## config.mk

```make
export PLATFORM = sky130hd
export DESIGN_NAME = adc_sar_control_flat
export DESIGN_NICKNAME = d
export VERILOG_FILES = /design/src/rtl/adc_sar_pkg.sv /design/src/rtl/adc_sar_control_if.sv /design/src/rtl/adc_sar_bitreg.sv /design/src/rtl/adc_sar_control.sv /design/src/flat_wrapper.sv
export SDC_FILE = /design/constraint.sdc
export NUM_CORES = 1
export LEC_CHECK = 0
export ABC_AREA = 1
export BUFFER_PORTS_ARGS = -buffer_cell sky130_fd_sc_hd__buf_4
export CORE_MARGIN = 2
export CORE_UTILIZATION = 63
export DETAILED_ROUTE_END_ITERATION = 16
export HOLD_SLACK_MARGIN = 0.15
export PLACE_DENSITY_LB_ADDON = 0.15
export SKIP_CTS_REPAIR_TIMING = 1
export SLEW_MARGIN = 20
export SYNTH_ARGS = -nofsm -noshare
export SYNTH_HDL_FRONTEND = slang
export SYNTH_SLANG_ARGS = --single-unit
```

## constraint.sdc

```tcl
create_clock -name clk_dig -period 7.34 [get_ports clk_dig]
set_clock_uncertainty 0.2 [all_clocks]
set_input_delay 2.202 -clock clk_dig [delete_from_list [all_inputs] [get_ports clk_dig]]
set_output_delay 2.202 -clock clk_dig [all_outputs]
set_load 0.02 [all_outputs]
```

## src/rtl/adc_sar_pkg.sv

```systemverilog
// Shared types and defaults for the SAR ADC controller slice.
package adc_sar_pkg;

  typedef enum logic [1:0] {
    IDLE,
    SAMPLE,
    CONV,
    DONE
  } sar_state_t;

  localparam int SAR_RESOLUTION    = 12;
  localparam int SAR_SAMPLE_CYCLES = 2;
  localparam int SAR_MAX_OSR_LOG2  = 4;

  function automatic int sar_result_w(input int resolution, input int max_osr_log2);
    return resolution + max_osr_log2;
  endfunction

endpackage

```

## src/rtl/adc_sar_control_if.sv

```systemverilog
// Host-side request/result bundle of the SAR controller.
interface adc_sar_control_if
  import adc_sar_pkg::*;
#(
  parameter int RESOLUTION   = SAR_RESOLUTION,
  parameter int MAX_OSR_LOG2 = SAR_MAX_OSR_LOG2
);
  localparam int RESULT_W = sar_result_w(RESOLUTION, MAX_OSR_LOG2);
  localparam int OSR_W    = $clog2(MAX_OSR_LOG2 + 1);

  logic                start_conv;
  logic [OSR_W-1:0]    osr_log2;
  logic [RESULT_W-1:0] result;
  logic                result_valid;
  logic                conv_finished;

  modport master (
    output start_conv, osr_log2,
    input  result, result_valid, conv_finished
  );

  modport slave (
    input  start_conv, osr_log2,
    output result, result_valid, conv_finished
  );
endinterface

```

## src/rtl/adc_sar_bitreg.sv

```systemverilog
// SAR trial register with bit pointer: MSB load, one decision per step.
module adc_sar_bitreg
  import adc_sar_pkg::*;
#(
  parameter int RESOLUTION = SAR_RESOLUTION
) (
  input  logic                  clk_dig,
  input  logic                  rst_n,
  input  logic                  load,
  input  logic                  step,
  input  logic                  decide,
  output logic [RESOLUTION-1:0] code,
  output logic [RESOLUTION-1:0] decided_code,
  output logic                  last_bit
);
  localparam int KW = $clog2(RESOLUTION);

  logic [KW-1:0]         k;
  logic [RESOLUTION-1:0] trial;

  always_comb begin
    decided_code    = code;
    decided_code[k] = decide;
    trial           = '0;
    if (k != '0) trial[k - KW'(1)] = 1'b1;
  end

  assign last_bit = (k == '0);

  // After the last decision the DAC code parks at zero for DONE/SAMPLE.
  always_ff @(posedge clk_dig or negedge rst_n) begin
    if (!rst_n) begin
      code <= '0;
      k    <= '0;
    end else if (load) begin
      code <= {1'b1, {(RESOLUTION-1){1'b0}}};
      k    <= KW'(RESOLUTION - 1);
    end else if (step) begin
      code <= last_bit ? '0 : (decided_code | trial);
      if (!last_bit) k <= k - KW'(1);
    end
  end
endmodule

```

## src/rtl/adc_sar_control.sv

```systemverilog
// SAR conversion sequencer: sample, binary search, oversampling accumulation.
module adc_sar_control
  import adc_sar_pkg::*;
#(
  parameter int RESOLUTION    = SAR_RESOLUTION,
  parameter int SAMPLE_CYCLES = SAR_SAMPLE_CYCLES,
  parameter int MAX_OSR_LOG2  = SAR_MAX_OSR_LOG2
) (
  input  logic                  clk_dig,
  input  logic                  rst_n,
  adc_sar_control_if.slave      host,
  input  logic                  comp_p,
  input  logic                  comp_n,
  output logic                  ena_clkgen,
  output logic                  sample_ena,
  output logic [RESOLUTION-1:0] dac_p,
  output logic [RESOLUTION-1:0] dac_n,
  output logic                  comp_err
);
  localparam int RESULT_W = sar_result_w(RESOLUTION, MAX_OSR_LOG2);
  localparam int OSR_W    = $clog2(MAX_OSR_LOG2 + 1);
  localparam int SW       = (SAMPLE_CYCLES > 1) ? $clog2(SAMPLE_CYCLES) : 1;
  localparam int CW       = (MAX_OSR_LOG2 > 0) ? MAX_OSR_LOG2 : 1;

  function automatic logic [OSR_W-1:0] sat_osr(input logic [OSR_W-1:0] v);
    if (v > OSR_W'(MAX_OSR_LOG2)) return OSR_W'(MAX_OSR_LOG2);
    return v;
  endfunction

  sar_state_t            state, state_nxt;
  logic [SW-1:0]         samp_cnt;
  logic [OSR_W-1:0]      osr_lat;
  logic [CW-1:0]         osr_cnt;
  logic [CW:0]           osr_tgt;
  logic [RESULT_W-1:0]   acc, acc_sum, result_q;
  logic                  result_valid_q;
  logic                  samp_last, osr_last, start_acc;
  logic                  load, step, last_bit;
  logic [RESOLUTION-1:0] code, decided_code;

  adc_sar_bitreg #(.RESOLUTION(RESOLUTION)) u_bitreg (
    .clk_dig      (clk_dig),
    .rst_n        (rst_n),
    .load         (load),
    .step         (step),
    .decide       (comp_p),
    .code         (code),
    .decided_code (decided_code),
    .last_bit     (last_bit)
  );

  assign samp_last = (samp_cnt == SW'(SAMPLE_CYCLES - 1));
  assign osr_tgt   = ({{CW{1'b0}}, 1'b1} << osr_lat) - (CW+1)'(1);
  assign osr_last  = ({1'b0, osr_cnt} == osr_tgt);
  assign start_acc = (state == IDLE) && host.start_conv;
  assign acc_sum   = acc + RESULT_W'(decided_code);

  always_ff @(posedge clk_dig or negedge rst_n) begin
    if (!rst_n) state <= IDLE;
    else        state <= state_nxt;
  end

  always_comb begin
    state_nxt = state;
    unique case (state)
      IDLE:   if (host.start_conv) state_nxt = SAMPLE;
      SAMPLE: if (samp_last) state_nxt = CONV;
      CONV:   if (last_bit) state_nxt = osr_last ? DONE : SAMPLE;
      DONE:   state_nxt = IDLE;
      default: state_nxt = IDLE;
    endcase
  end

  always_comb begin
    ena_clkgen         = 1'b0;
    sample_ena         = 1'b0;
    host.conv_finished = 1'b0;
    load               = 1'b0;
    step               = 1'b0;
    unique case (state)
      SAMPLE: begin
        ena_clkgen = 1'b1;
        sample_ena = 1'b1;
        load       = samp_last;
      end
      CONV: begin
        ena_clkgen = 1'b1;
        step       = 1'b1;
      end
      DONE:    host.conv_finished = 1'b1;
      default: ;
    endcase
  end

  always_ff @(posedge clk_dig or negedge rst_n) begin
    if (!rst_n) begin
      samp_cnt       <= '0;
      osr_lat        <= '0;
      osr_cnt        <= '0;
      result_q       <= '0;
      result_valid_q <= 1'b0;
      comp_err       <= 1'b0;
    end else if (start_acc) begin
      samp_cnt       <= '0;
      osr_lat        <= sat_osr(host.osr_log2);
      osr_cnt        <= '0;
      result_valid_q <= 1'b0;
      comp_err       <= 1'b0;
    end else if (state == SAMPLE) begin
      samp_cnt <= samp_last ? '0 : samp_cnt + SW'(1);
    end else if (state == CONV) begin
      // A non-complementary comparator pair is flagged but the decision still follows comp_p.
      if (comp_p == comp_n) comp_err <= 1'b1;
      if (last_bit) begin
        if (osr_last) begin
          result_q       <= acc_sum;
          result_valid_q <= 1'b1;
        end else begin
          osr_cnt <= osr_cnt + CW'(1);
        end
      end
    end
  end

  // Datapath accumulator: cleared on every accepted start, so no reset needed.
  always_ff @(posedge clk_dig) begin
    if (start_acc)                        acc <= '0;
    else if ((state == CONV) && last_bit) acc <= acc_sum;
  end

  assign host.result       = result_q;
  assign host.result_valid = result_valid_q;
  assign dac_p             = code;
  assign dac_n             = ~code;
endmodule

```

## src/flat_wrapper.sv

```systemverilog
// flat-port wrapper written by rule: the top's interface ports become plain ports
module adc_sar_control_flat import adc_sar_pkg::*;
#(
  parameter int RESOLUTION    = SAR_RESOLUTION,
  parameter int SAMPLE_CYCLES = SAR_SAMPLE_CYCLES,
  parameter int MAX_OSR_LOG2  = SAR_MAX_OSR_LOG2
)
  (clk_dig, rst_n, comp_p, comp_n, ena_clkgen, sample_ena, dac_p, dac_n, comp_err, host_start_conv, host_osr_log2, host_result, host_result_valid, host_conv_finished);
  adc_sar_control_if #(.RESOLUTION(RESOLUTION), .MAX_OSR_LOG2(MAX_OSR_LOG2)) host_i ();
  input  logic clk_dig;
  input  logic rst_n;
  input  logic comp_p;
  input  logic comp_n;
  output logic ena_clkgen;
  output logic sample_ena;
  output logic [RESOLUTION-1:0] dac_p;
  output logic [RESOLUTION-1:0] dac_n;
  output logic comp_err;
  input wire logic [$bits(host_i.start_conv)-1:0] host_start_conv;
  input wire logic [$bits(host_i.osr_log2)-1:0] host_osr_log2;
  output wire logic [$bits(host_i.result)-1:0] host_result;
  output wire logic [$bits(host_i.result_valid)-1:0] host_result_valid;
  output wire logic [$bits(host_i.conv_finished)-1:0] host_conv_finished;
  assign host_i.start_conv = host_start_conv;
  assign host_i.osr_log2 = host_osr_log2;
  assign host_result = host_i.result;
  assign host_result_valid = host_i.result_valid;
  assign host_conv_finished = host_i.conv_finished;
  adc_sar_control #(.RESOLUTION(RESOLUTION), .SAMPLE_CYCLES(SAMPLE_CYCLES), .MAX_OSR_LOG2(MAX_OSR_LOG2)) u_core (.clk_dig(clk_dig), .rst_n(rst_n), .host(host_i), .comp_p(comp_p), .comp_n(comp_n), .ena_clkgen(ena_clkgen), .sample_ena(sample_ena), .dac_p(dac_p), .dac_n(dac_n), .comp_err(comp_err));
endmodule
```

-- Word level (Yosys, flattened, before mapping)
Cells that the tools add are included.
- flip-flop bits (word level): 60
- shift operators: 1
- equality and inequality tests: 11
- $add $sub $neg: 5
- magnitude comparators: 5
- reduce and logical (&&, ||, !) cells: 20
- bitwise logic cells: 4
- mux-type cells: 43
- operator list (kind ; count):
    $mux 12 ; 4
    $mux 4 ; 8
    $mux 1 ; 21
    $add 16x12->16 ; 1
    $bwmux 12 ; 1
    $not 12->12 ; 1
    $or 12x12->12 ; 1
    $reduce_bool 2->1 ; 6
    $lt 4x5->1 const B ; 2
    $demux 1 s4 ; 2
    $ge 4x1->1 const B ; 2
    $mux 2 ; 4
    $ne 2x1->1 const B ; 4
    $pmux 2 s4 ; 1
    $reduce_and 4->1 ; 2
    $mux 3 ; 2
    $reduce_and 3->1 ; 2
    $eq 4x5->1 ; 1
    $reduce_and 5->1 ; 1
    $shl 1x3->5 const A ; 1
    $sub 5x1->5 const B ; 1
    $add 4x1->4 const B ; 1
    $eq 2x2->1 const B ; 2
    $logic_and 1x1->1 ; 4
    12 further kinds ; 14

-- Longest topological paths before layout
Gate-level depths: netlist (run 1).
- depth in word-level cells: 10
- mapped depth: 17
- gate-level depth less buffers: 17

-- Hierarchy
From an unflattened synthesis (run 1), not the netlist that was laid out.
- cell total of the unflattened synthesis: 635
- area, all modules: 4190.3 sq um
- modules (own cells, without submodules) (module ; instances ; area an instance (sq um) ; cells an instance ; sequential area each (sq um)):
    adc_sar_control ; 1 ; 2949.1 ; 455 ; 1021.0
    adc_sar_bitreg ; 1 ; 1241.2 ; 180 ; 400.4

-- Worst setup path before layout (run 1)
OpenSTA, ideal clock, no wires.
- path type: input to register
- start: input comp_p
- end: register u_core.acc[8]
- library setup time: 0.109 ns
- stages: 13
- arrival time: 3.762 ns
- setup slack: 3.269 ns
- cell sequence: clkbuf_1 nor2_1 a21oi_1 ha_1 fa_1 nand3_1 nand3_1 nand2_1 nand3_1 xnor2_1 nand2_1 nand2_1 inv_1
- cells in the longest elaborated chain, start to end: 2
- RTL lines (what ; line ; RTL):
    from (decl) ; flat_wrapper.sv:12 ; input logic comp_p;
    $bwmux 12 ; adc_sar_bitreg.sv:23 ; decided_code[k] = decide;
    $add 16x12->16 ; adc_sar_control.sv:56 ; assign acc_sum = acc + RESULT_W'(decided_code);
    to (signal assigned) ; adc_sar_control.sv:128 ; else if ((state == CONV) && last_bit) acc <= acc_sum;
    to (decl) ; adc_sar_control.sv:35 ; logic [RESULT_W-1:0] acc, acc_sum, result_q;
Every way passes these cells.
A chain may end at the register's enable or synchronous reset.

-- Final worst setup path (run 1)
- start: input comp_p
- end: register u_core.acc[13]
The elaborated chain is that of the path after synthesis.

==> results.py, run 1 <==
metrics = {
    "synth": {
        "yosysUniqueCellTypes": 37,
        "synth_area_um2": 3920,
        "synth_top_family_by_area": "simple AND/OR/NAND/NOR gates",
        "syn_nets": 608,
        "synth_top_area_share_pct": 28.1,
        "synth-compound-area-share_pct": 11.6,
        "muxShareOfSynthArea_pct": 0,
        "yosys_warnings": 0,
        "syn_inst": 573,
        "synth_top_area_cell": "dfrtp_1",
        "synth_xor_area_share_pct": 2.23,
        "yosys.area_share.simple_pct": 29.5,
        "synth-seq-cells": 60,
        "synth-adder-area-share_pct": 8.80,
        "synth_area_leaders": "dfrtp_1, nand2_1, inv_1",
        "syn_area_per_cell_um2": 6.85,
        "seq_area_frac_synth_pct": 36.2,
    },
    "critical_path": {
        "worstPathArrival_ns": 4.06,
        "path_class": "in2reg",
        "cp-end-kind": "flip-flop",
        "r2r-end": "u_core.acc[13]$_SDFFE_PP0P_",
        "critPathBufInv": 4,
        "crit_path_top_delay_cell": "ha_1",
        "cp.required_ns": 7.38,
        "reg2reg_slack_ns": 4.20,
        "path_cells": "buf_4 > o21ai_0 > inv_1 > ha_1 > nand2_1 > nand2_1 > inv_1 > nand2_1 > a21oi_1 > nand2_1 > nand2_1 > nand3_1 > nand2_1 > inv_1",
        "startpoint_type": "primary input",
        "max_stage_delay_ns": 0.38,
        "crit_top_cell": "nand2_1",
        "reg2reg_from": "u_core.u_bitreg.k[0]$_DFFE_PN0P_",
        "reg2reg_depth": 16,
        "path_max_fanout": 13,
        "cp_top_family": "simple AND/OR/NAND/NOR gates",
    },
    "placement": {
        "hpwl_um": 7090,
        "dpl_worst_slack_ns": 2.98,
        "gp_congestion": 0.931,
        "dpl_cell_area_um2": 4350,
        "io_buffers": 52,
    },
    "route": {
        "drt-wirelength-per-cell_um": 13.8,
        "postRouteWirelength_um": 9720,
        "drtIter0Drc": 237,
        "num_vias": 3804,
        "route.detailed.drc": 0,
        "firstDrtPassIters": 6,
        "ant_nets": 0,
        "via_per_inst": 5.38,
    },
    "cells_and_area": {
        "final_core_util_pct": 76.5,
        "antenna_cells": 0,
        "most-common-layout-cells": "nand2_1, inv_1, buf_4",
        "final_common_cell": "nand2_1",
        "fin_nets": 662,
        "nFillCells": 491,
        "drive_above_1_share_pct": 12.7,
        "fin_area_um2": 4550,
        "syn_to_final_growth_pct": 16.1,
        "register_area_um2": 1420,
        "multi_input_area_um2": 2050,
    },
    "clock_tree": {
        "clk_latency_ns": 0.34,
        "cts_buffer_depth": 2,
        "cts.reportedPaths.clkPinSlew_ns": 0.07,
        "cts_root_buffer": "clkbuf_8",
        "cts_tree": "built",
        "numCtsBuffers": 9,
        "cts.sinks": 60,
        "htreeDepth": 3,
    },
    "floorplan": {
        "floorplan.initialDensity_pct": 65.9,
        "die_area_um2": 6870,
        "die_x_um": 82.9,
        "ios": 53,
        "coreArea_um2": 5960,
        "fp-row-count": 28,
        "dieHeight_um": 82.9,
    },
    "timing": {
        "relSlewSlack_pct": 57.7,
        "worst_slack_ns": 3.33,
        "rsz0062_at_grt": "no",
        "final-setup-viol-count": 0,
        "post-route-min-period_ns": 4.01,
        "fmax_mhz": 249,
        "tns_ns": 0,
        "tightest_slew_ns": 0.632,
        "drv_slew": 0,
        "finalHoldViolations": 0,
        "fin_crit_sh_pct": 54.7,
    },
    "run": {
        "maxCapViolCount": 0,
    },
    "global_routing": {
        "grt_overflow": 0,
        "grt_pass1_vias": 3664,
        "grtUsageTotal_pct": 29.5,
        "antenna_found_initial": 0,
        "grt_pass1_wl_um": 16800,
        "grt_max_degree": 45,
    },
    "outcome": {
        "status": "completed",
    },
    "power": {
        "switching_share_pct": 46.2,
        "p_int_w": 0.000889,
        "ir_drop_v": 0.000291,
        "p_leak_nw": 2.71,
        "p_per_area_nw_per_um2": 363,
        "p_clk_share_pct": 18.7,
        "power_frac_seq_pct": 28.9,
        "combPwrFrac_pct": 52.4,
        "power_switching_w": 0.000763,
        "total_power_w": 0.00165,
    },
    "worst_hold_path": {
        "whs_path_depth": 2,
        "min_from": "u_core.host.result[3]$_DFFE_PN0P_",
        "whs_endpoint": "u_core.host.result[3]$_DFFE_PN0P_",
        "hold_class": "reg2reg",
    },
}
==> area by class of cell <==
class | count | area share, %
inverters | 106 | 8.74
clock inverters | 4 | 1.07
clock buffers | 12 | 3.41
flip-flops and latches | 60 | 31.2
multi-input cells | 398 | 44.9
repair buffers | 52 | 8.57
well taps | 75 | 2.06
==> flip-flops by register name (all words and copies together) (netlist names), 2 cells and up <==
signal and count:
u_core.u_bitreg.k 4, u_core.osr_cnt 4, u_core.acc 16, u_core.osr_lat 3, u_core.state 2, u_core.host.result 16, u_core.u_bitreg.code 12
==> power by group through the flow <==
stage	Sequential, W	Clock (W)	Combinational, W
2_1_floorplan	0.000502	0	0.000572
3_3_place_gp	0.000478	0	0.000841
3_5_place_dp	0.000481	0	0.000852
4_1_cts	0.000476	0.000310	0.000861
5_1_grt	0.000487	0.000325	0.000973
6_report	0.000478	0.000308	0.000866
==> worst min-delay path, delay by kind of cell (launching register included) <==
family	cells	cell delay, ns
and+or+nand+nor	2	0.09
DFF	1	0.35
==> kinds of logic after synthesis <==
group | Yosys count
AND/OR/NAND/NOR | 277
buffers and inverters | 115
AO/OA/AOI/OAI | 84
flip-flops | 60
adder cells (fa/ha/maj) | 27
XOR/XNOR | 10
==> cell usage after synthesis (all sizes together) <==
| library cell | number |
|---|---|
| fa | 1 |
| clkinv | 1 |
| xnor2 | 4 |
| or2 | 2 |
| dfxtp | 16 |
| a22oi | 2 |
| o22ai | 1 |
| nand2 | 194 |
| a21oi | 17 |
| nor2 | 35 |
| ha | 26 |
| a21o | 2 |
| clkbuf | 3 |
| inv | 105 |
| o31ai | 1 |
| o21ai | 52 |
| a21boi | 1 |
| dfrtp | 44 |
| buf | 6 |
| xor2 | 6 |
| o211ai | 1 |
| nor3b | 1 |
| nand4 | 1 |
| nor3 | 5 |
| nand3 | 38 |
| o21a | 4 |
| o21bai | 3 |
| and2 | 1 |
==> metal layers <==
metal	part of all wire, %	up-vias	GRT usage (%)	wire length, um
met5	0	-	0	0
met4	1.7	0	11.8	165
met3	5.7	18	3.68	556
met2	48	140	49.4	4630
met1	45	1761	38.9	4370
li1	-	1885	-	-
==> metrics by stage <==
step | cells | hold WS (ns)
global route | 707 | 0.303
floorplan | 573 | 0.283
CTS | 707 | 0.278
global placement | 691 | 0.255
finish | 707 | 0.273
detailed placement | 691 | 0.260
==> how the worst max path moves through the flow <==
stage	endpoint	slack, ns	startpoint	cells past startpoint
after floorplan	u_core.acc[8]$_SDFFE_PP0P_	3.27	comp_p	13
final	u_core.acc[13]$_SDFFE_PP0P_	3.33	comp_p	14
after global placement	u_core.host.result[6]$_DFFE_PN0P_	2.98	host_start_conv	9
after CTS	u_core.host.result[6]$_DFFE_PN0P_	3.35	host_start_conv	9
after global routing	u_core.acc[15]$_SDFFE_PP0P_	3.13	comp_p	14
after detailed placement	u_core.host.result[6]$_DFFE_PN0P_	2.98	host_start_conv	9
Note: power is estimated with default switching activity, not from simulation.
==> inputs of run 2 (changes only) <==
--- a/config.mk
+++ b/config.mk
@@ -8,7 +8,7 @@
 export ABC_AREA = 1
 export BUFFER_PORTS_ARGS = -buffer_cell sky130_fd_sc_hd__buf_4
 export CORE_MARGIN = 2
-export CORE_UTILIZATION = 63
+export CORE_UTILIZATION = 53
 export DETAILED_ROUTE_END_ITERATION = 16
 export HOLD_SLACK_MARGIN = 0.15
 export PLACE_DENSITY_LB_ADDON = 0.15
==> constraint.sdc (replaced) <==
create_clock -name clk_dig -period 3.5 [get_ports clk_dig]
set_clock_uncertainty 0.2 [all_clocks]
set_input_delay 1.05 -clock clk_dig [delete_from_list [all_inputs] [get_ports clk_dig]]
set_output_delay 1.05 -clock clk_dig [all_outputs]
set_load 0.02 [all_outputs]
==> results.py, run 2 (synthesis results as in run 1) <==
metrics = {
    "route": {
        "firstDrtPassIters": 5,
        "num_vias": 3699,
        "drtIter0Drc": 211,
        "drt-wirelength-per-cell_um": 12.7,
        "via_per_inst": 5.05,
        "ant_nets": 0,
        "postRouteWirelength_um": 9300,
        "route.detailed.drc": 0,
    },
    "floorplan": {
        "coreArea_um2": 7210,
        "floorplan.initialDensity_pct": 54.4,
        "fp-row-count": 31,
        "die_area_um2": 8110,
        "die_x_um": 90.0,
        "dieHeight_um": 90.0,
        "ios": 53,
    },
    "critical_path": {
        "crit_path_top_delay_cell": "dfrtp_1",
        "cp.required_ns": 3.54,
        "worstPathArrival_ns": 3.12,
        "startpoint_type": "flip-flop",
        "path_cells": "inv_1 > ha_1 > nand3_1 > o21ai_0 > inv_1 > ha_1 > nand2_1 > nor2_1 > nand2_1 > nand3_1 > nand2_1 > nand2_1 > nand2_1 > nand3_1 > nand2_1 > inv_1",
        "crit_top_cell": "nand2_1",
        "path_max_fanout": 7,
        "critPathBufInv": 3,
        "max_stage_delay_ns": 0.47,
        "path_class": "reg2reg",
        "cp_top_family": "simple AND/OR/NAND/NOR gates",
        "cp-end-kind": "flip-flop",
    },
    "global_routing": {
        "grt_pass1_vias": 3577,
        "grt_overflow": 0,
        "antenna_found_initial": 0,
        "grt_max_degree": 45,
        "grtUsageTotal_pct": 24.2,
        "grt_pass1_wl_um": 16000,
    },
    "power": {
        "switching_share_pct": 46.9,
        "p_int_w": 0.00178,
        "combPwrFrac_pct": 54.0,
        "p_clk_share_pct": 16.2,
        "power_switching_w": 0.00157,
        "p_per_area_nw_per_um2": 734,
        "p_leak_nw": 2.70,
        "power_frac_seq_pct": 29.8,
        "ir_drop_v": 0.000426,
    },
    "clock_tree": {
        "cts_buffer_depth": 2,
        "numCtsBuffers": 9,
        "cts.sinks": 60,
        "cts_root_buffer": "clkbuf_8",
        "clk_latency_ns": 0.35,
        "htreeDepth": 3,
        "cts_tree": "built",
        "cts.reportedPaths.clkPinSlew_ns": 0.07,
    },
    "timing": {
        "rsz0062_at_grt": "no",
        "fmax_mhz": 325,
        "finalHoldViolations": 0,
        "relSlewSlack_pct": 61.1,
        "final-setup-viol-count": 0,
        "worst_slack_ns": 0.419,
        "tightest_slew_ns": 0.583,
        "post-route-min-period_ns": 3.08,
        "drv_slew": 0,
        "fin_crit_sh_pct": 88.0,
        "tns_ns": 0,
    },
    "cells_and_area": {
        "final_common_cell": "nand2_1",
        "drive_above_1_share_pct": 12.6,
        "most-common-layout-cells": "nand2_1, inv_1, buf_4",
        "final_core_util_pct": 63.2,
        "multi_input_area_um2": 2050,
        "nFillCells": 691,
        "fin_nets": 664,
        "antenna_cells": 0,
        "syn_to_final_growth_pct": 16.2,
        "register_area_um2": 1420,
    },
    "placement": {
        "gp_congestion": 0.987,
        "io_buffers": 52,
        "dpl_worst_slack_ns": 0.378,
        "hpwl_um": 7020,
    },
    "worst_hold_path": {
        "hold_class": "reg2reg",
    },
    "outcome": {
        "status": "completed",
    },
    "run": {
        "maxCapViolCount": 0,
    },
}
[run 2: cell count changes in the layout (fill, tap and decap cells not counted)]
cell / before / now
clkinv_4: 1 / 0
bufinv_16: 1 / 0
clkbuf_8: 11 / 10
clkinv_2: 2 / 3
buf_4: 52 / 54
clkbuf_1: 1 / 3
[run 2: per-layer routing]
metal	GRT usage, %	vias up	wire length, um
met3	3.44	19	545
met5	0	-	0
li1	-	1887	-
met4	10.4	0	203
met1	31.8	1668	4350
met2	39.8	125	4200
[run 2: cell type report]
| type | count | share of cell area [%] |
|---|---|---|
| multi-input cells | 398 | 44.9 |
| flip-flops and latches | 60 | 31.2 |
| well taps | 99 | 2.72 |
| repair buffers | 54 | 8.89 |
| inverters | 106 | 8.73 |
| clock buffers | 13 | 3.27 |
| clock inverters | 3 | 0.329 |
[run 2: tightest hold or removal path, stage by stage, from the launching register on]
cell and delay [ns]:
dfrtp_1 0.34, nand2_1 0.05, nand2_1 0.04
[run 2: worst paths after layout]
| path | startpoint | endpoint | slack, ns | depth (start not counted) |
|---|---|---|---|---|
| worst max register to register | u_core.u_bitreg.k[0]$_DFFE_PN0P_ | u_core.acc[10]$_SDFFE_PP0P_ | 0.42 | 16 |
| min in group asynchronous | rst_n | u_core.u_bitreg.code[10]$_DFFE_PN0P_ | 0.50 | 1 |
| worst max-delay path | u_core.u_bitreg.k[0]$_DFFE_PN0P_ | u_core.acc[10]$_SDFFE_PP0P_ | 0.42 | 16 |
| worst min register to register | u_core.host.result[4]$_DFFE_PN0P_ | u_core.host.result[4]$_DFFE_PN0P_ | 0.27 | 2 |
| max in group asynchronous | rst_n | u_core.u_bitreg.k[2]$_DFFE_PN0P_ | 2.19 | 1 |
| worst min-delay path | u_core.host.result[4]$_DFFE_PN0P_ | u_core.host.result[4]$_DFFE_PN0P_ | 0.27 | 2 |
[run 2: through the flow]
stage / instances / hold WS, ns / cell area [um2] / total power, W
global placement: 717 / 0.254 / 4400 / 0.00276
global route: 733 / 0.288 / 4560 / 0.00363
finish: 733 / 0.270 / 4560 / 0.00335
CTS: 733 / 0.274 / 4560 / 0.00336
floorplan: 573 / 0.283 / 3920 / 0.00225
detailed placement: 717 / 0.260 / 4400 / 0.00280
[run 2: power by group through the flow]
stage               registers (W)  logic (W)  clock network, W
finish                   0.000997    0.00181          0.000543
global route              0.00102    0.00202          0.000589
CTS                      0.000996    0.00180          0.000560
detailed placement        0.00101    0.00179                 0
global placement          0.00100    0.00176                 0
floorplan                 0.00105    0.00120                 0
==> inputs of run 3 (changes only) <==
--- a/config.mk
+++ b/config.mk
@@ -11,7 +11,7 @@
 export CORE_UTILIZATION = 53
 export DETAILED_ROUTE_END_ITERATION = 16
 export HOLD_SLACK_MARGIN = 0.15
-export PLACE_DENSITY_LB_ADDON = 0.15
+export PLACE_DENSITY = 0.8
 export SKIP_CTS_REPAIR_TIMING = 1
 export SLEW_MARGIN = 20
 export SYNTH_ARGS = -nofsm -noshare
==> results.py, run 3 (synthesis results as in run 1) <==
metrics = {
    "placement": {
        "dpl_cell_area_um2": 4400,
        "gp_congestion": 0.949,
        "io_buffers": 52,
        "hpwl_um": 7160,
        "placed_cells": 718,
    },
    "timing": {
        "rsz0062_at_grt": "no",
        "drv_slew": 0,
        "tightest_slew_ns": 0.570,
        "finalHoldViolations": 0,
        "tns_ns": 0,
        "post-route-min-period_ns": 3.13,
        "fin_crit_sh_pct": 89.3,
        "final-setup-viol-count": 0,
        "relSlewSlack_pct": 62.0,
        "fmax_mhz": 320,
    },
    "route": {
        "firstDrtPassIters": 6,
        "postRouteWirelength_um": 9590,
        "via_per_inst": 5.07,
        "route.detailed.drc": 0,
        "drt-wirelength-per-cell_um": 13.1,
        "num_vias": 3722,
        "drtIter0Drc": 267,
        "ant_nets": 0,
    },
    "critical_path": {
        "path_max_fanout": 7,
        "reg2reg_depth": 15,
        "path_class": "reg2reg",
        "reg2reg_slack_ns": 0.37,
        "startpoint_type": "flip-flop",
        "cp-end-kind": "flip-flop",
        "reg2reg_from": "u_core.u_bitreg.k[0]$_DFFE_PN0P_",
        "r2r-end": "u_core.acc[10]$_SDFFE_PP0P_",
        "worstPathArrival_ns": 3.18,
        "cp.required_ns": 3.55,
    },
    "power": {
        "p_int_w": 0.00202,
        "p_clk_share_pct": 22.2,
        "total_power_w": 0.00364,
        "combPwrFrac_pct": 50.4,
        "ir_drop_v": 0.000497,
        "switching_share_pct": 44.5,
        "p_per_area_nw_per_um2": 780,
        "p_leak_nw": 2.75,
        "power_switching_w": 0.00162,
        "power_frac_seq_pct": 27.4,
    },
    "cells_and_area": {
        "stdcell_count": 734,
        "most-common-layout-cells": "nand2_1, inv_1, buf_4",
        "antenna_cells": 0,
        "drive_above_1_share_pct": 13.2,
        "nFillCells": 651,
        "final_common_cell": "nand2_1",
        "syn_to_final_growth_pct": 18.9,
        "fin_nets": 665,
        "fin_area_um2": 4660,
    },
    "global_routing": {
        "grtUsageTotal_pct": 24.5,
        "antenna_found_initial": 0,
        "grt_use_met2_pct": 40.1,
        "grt_pass1_wl_um": 16200,
        "grt_pass1_vias": 3581,
        "grt-busiest-layer": "met2",
        "grt_overflow": 0,
        "met1_usage_pct": 31.3,
        "use_met3_pct": 5.62,
        "grt_max_degree": 45,
    },
    "floorplan": {
        "dieHeight_um": 90.0,
        "coreArea_um2": 7210,
        "die_area_um2": 8110,
        "fp-row-count": 31,
        "die_x_um": 90.0,
        "floorplan.initialDensity_pct": 54.4,
        "ios": 53,
    },
    "worst_hold_path": {
        "whs_path_depth": 2,
        "hold_class": "reg2reg",
        "whs_endpoint": "u_core.host.result[7]$_DFFE_PN0P_",
        "min_from": "u_core.host.result[7]$_DFFE_PN0P_",
    },
    "clock_tree": {
        "cts_root_buffer": "clkbuf_8",
        "clk_latency_ns": 0.35,
        "htreeDepth": 3,
        "cts_buffer_depth": 2,
        "cts.reportedPaths.clkPinSlew_ns": 0.07,
        "cts.sinks": 60,
        "numCtsBuffers": 9,
        "cts_tree": "built",
    },
    "outcome": {
        "status": "completed",
    },
    "run": {
        "maxCapViolCount": 0,
    },
}
==> run 3: routing by layer <==
metal  share of wire [%]  vias up
met1                  44     1680
met2                  47      132
li1                    -     1891
met3                 6.3       19
met5                   0        -
met4                 2.3        0
==> run 3: cell type report <==
type                            instances  area [um2]  area share, %
Clock buffer                           11         151           3.25
Clock inverter                          5         108           2.31
Inverter                              106         398           8.53
Multi-Input combinational cell        398        2050           43.9
Sequential cell                        60        1420           30.5
Tap cell                               99         124           2.66
Timing Repair Buffer                   55         413           8.86
==> run 3: power by group through the flow <==
stage	registers, W	clock network, W	logic, W
after global routing	0.00102	0.000850	0.00204
after floorplan	0.00105	0	0.00120
after CTS	0.000995	0.000816	0.00182
final	0.000998	0.000806	0.00183
after detailed placement	0.00101	0	0.00180
after global placement	0.000999	0	0.00178
==> run 3: worst max-delay path by stage <==
stage	slack [ns]	to	from	cells past startpoint
global placement	0.34	u_core.host.result[11]$_DFFE_PN0P_	comp_p	14
finish	0.37	u_core.acc[10]$_SDFFE_PP0P_	u_core.u_bitreg.k[0]$_DFFE_PN0P_	15
CTS	0.44	u_core.acc[15]$_SDFFE_PP0P_	u_core.u_bitreg.k[0]$_DFFE_PN0P_	15
detailed placement	0.24	u_core.host.result[11]$_DFFE_PN0P_	comp_p	14
global route	0.15	u_core.acc[15]$_SDFFE_PP0P_	u_core.u_bitreg.k[0]$_DFFE_PN0P_	15
floorplan	0.58	u_core.acc[8]$_SDFFE_PP0P_	comp_p	13
==> run 3: metrics by stage <==
step / util, % / setup WS, ns / hold WS [ns]
3_3_place_gp: 61.0 / 0.343 / 0.255
5_1_grt: 64.6 / 0.155 / 0.313
2_1_floorplan: - / 0.581 / 0.283
3_5_place_dp: 61.0 / 0.237 / 0.261
6_report: 64.6 / 0.373 / 0.275
4_1_cts: 64.6 / 0.443 / 0.278
==> run 3: worst max-delay path, stage by stage, from the launching register on <==
cell and delay (ns):
dfrtp_1 0.47, inv_1 0.21, ha_1 0.32, nand3_1 0.13
o21ai_0 0.31, inv_1 0.09, ha_1 0.36, nand2_1 0.11
nor2_1 0.11, nand2_1 0.05, nand3_1 0.15, nand2_1 0.11
nand3_1 0.12, nand3_1 0.16, nand2_1 0.10, inv_1 0.04
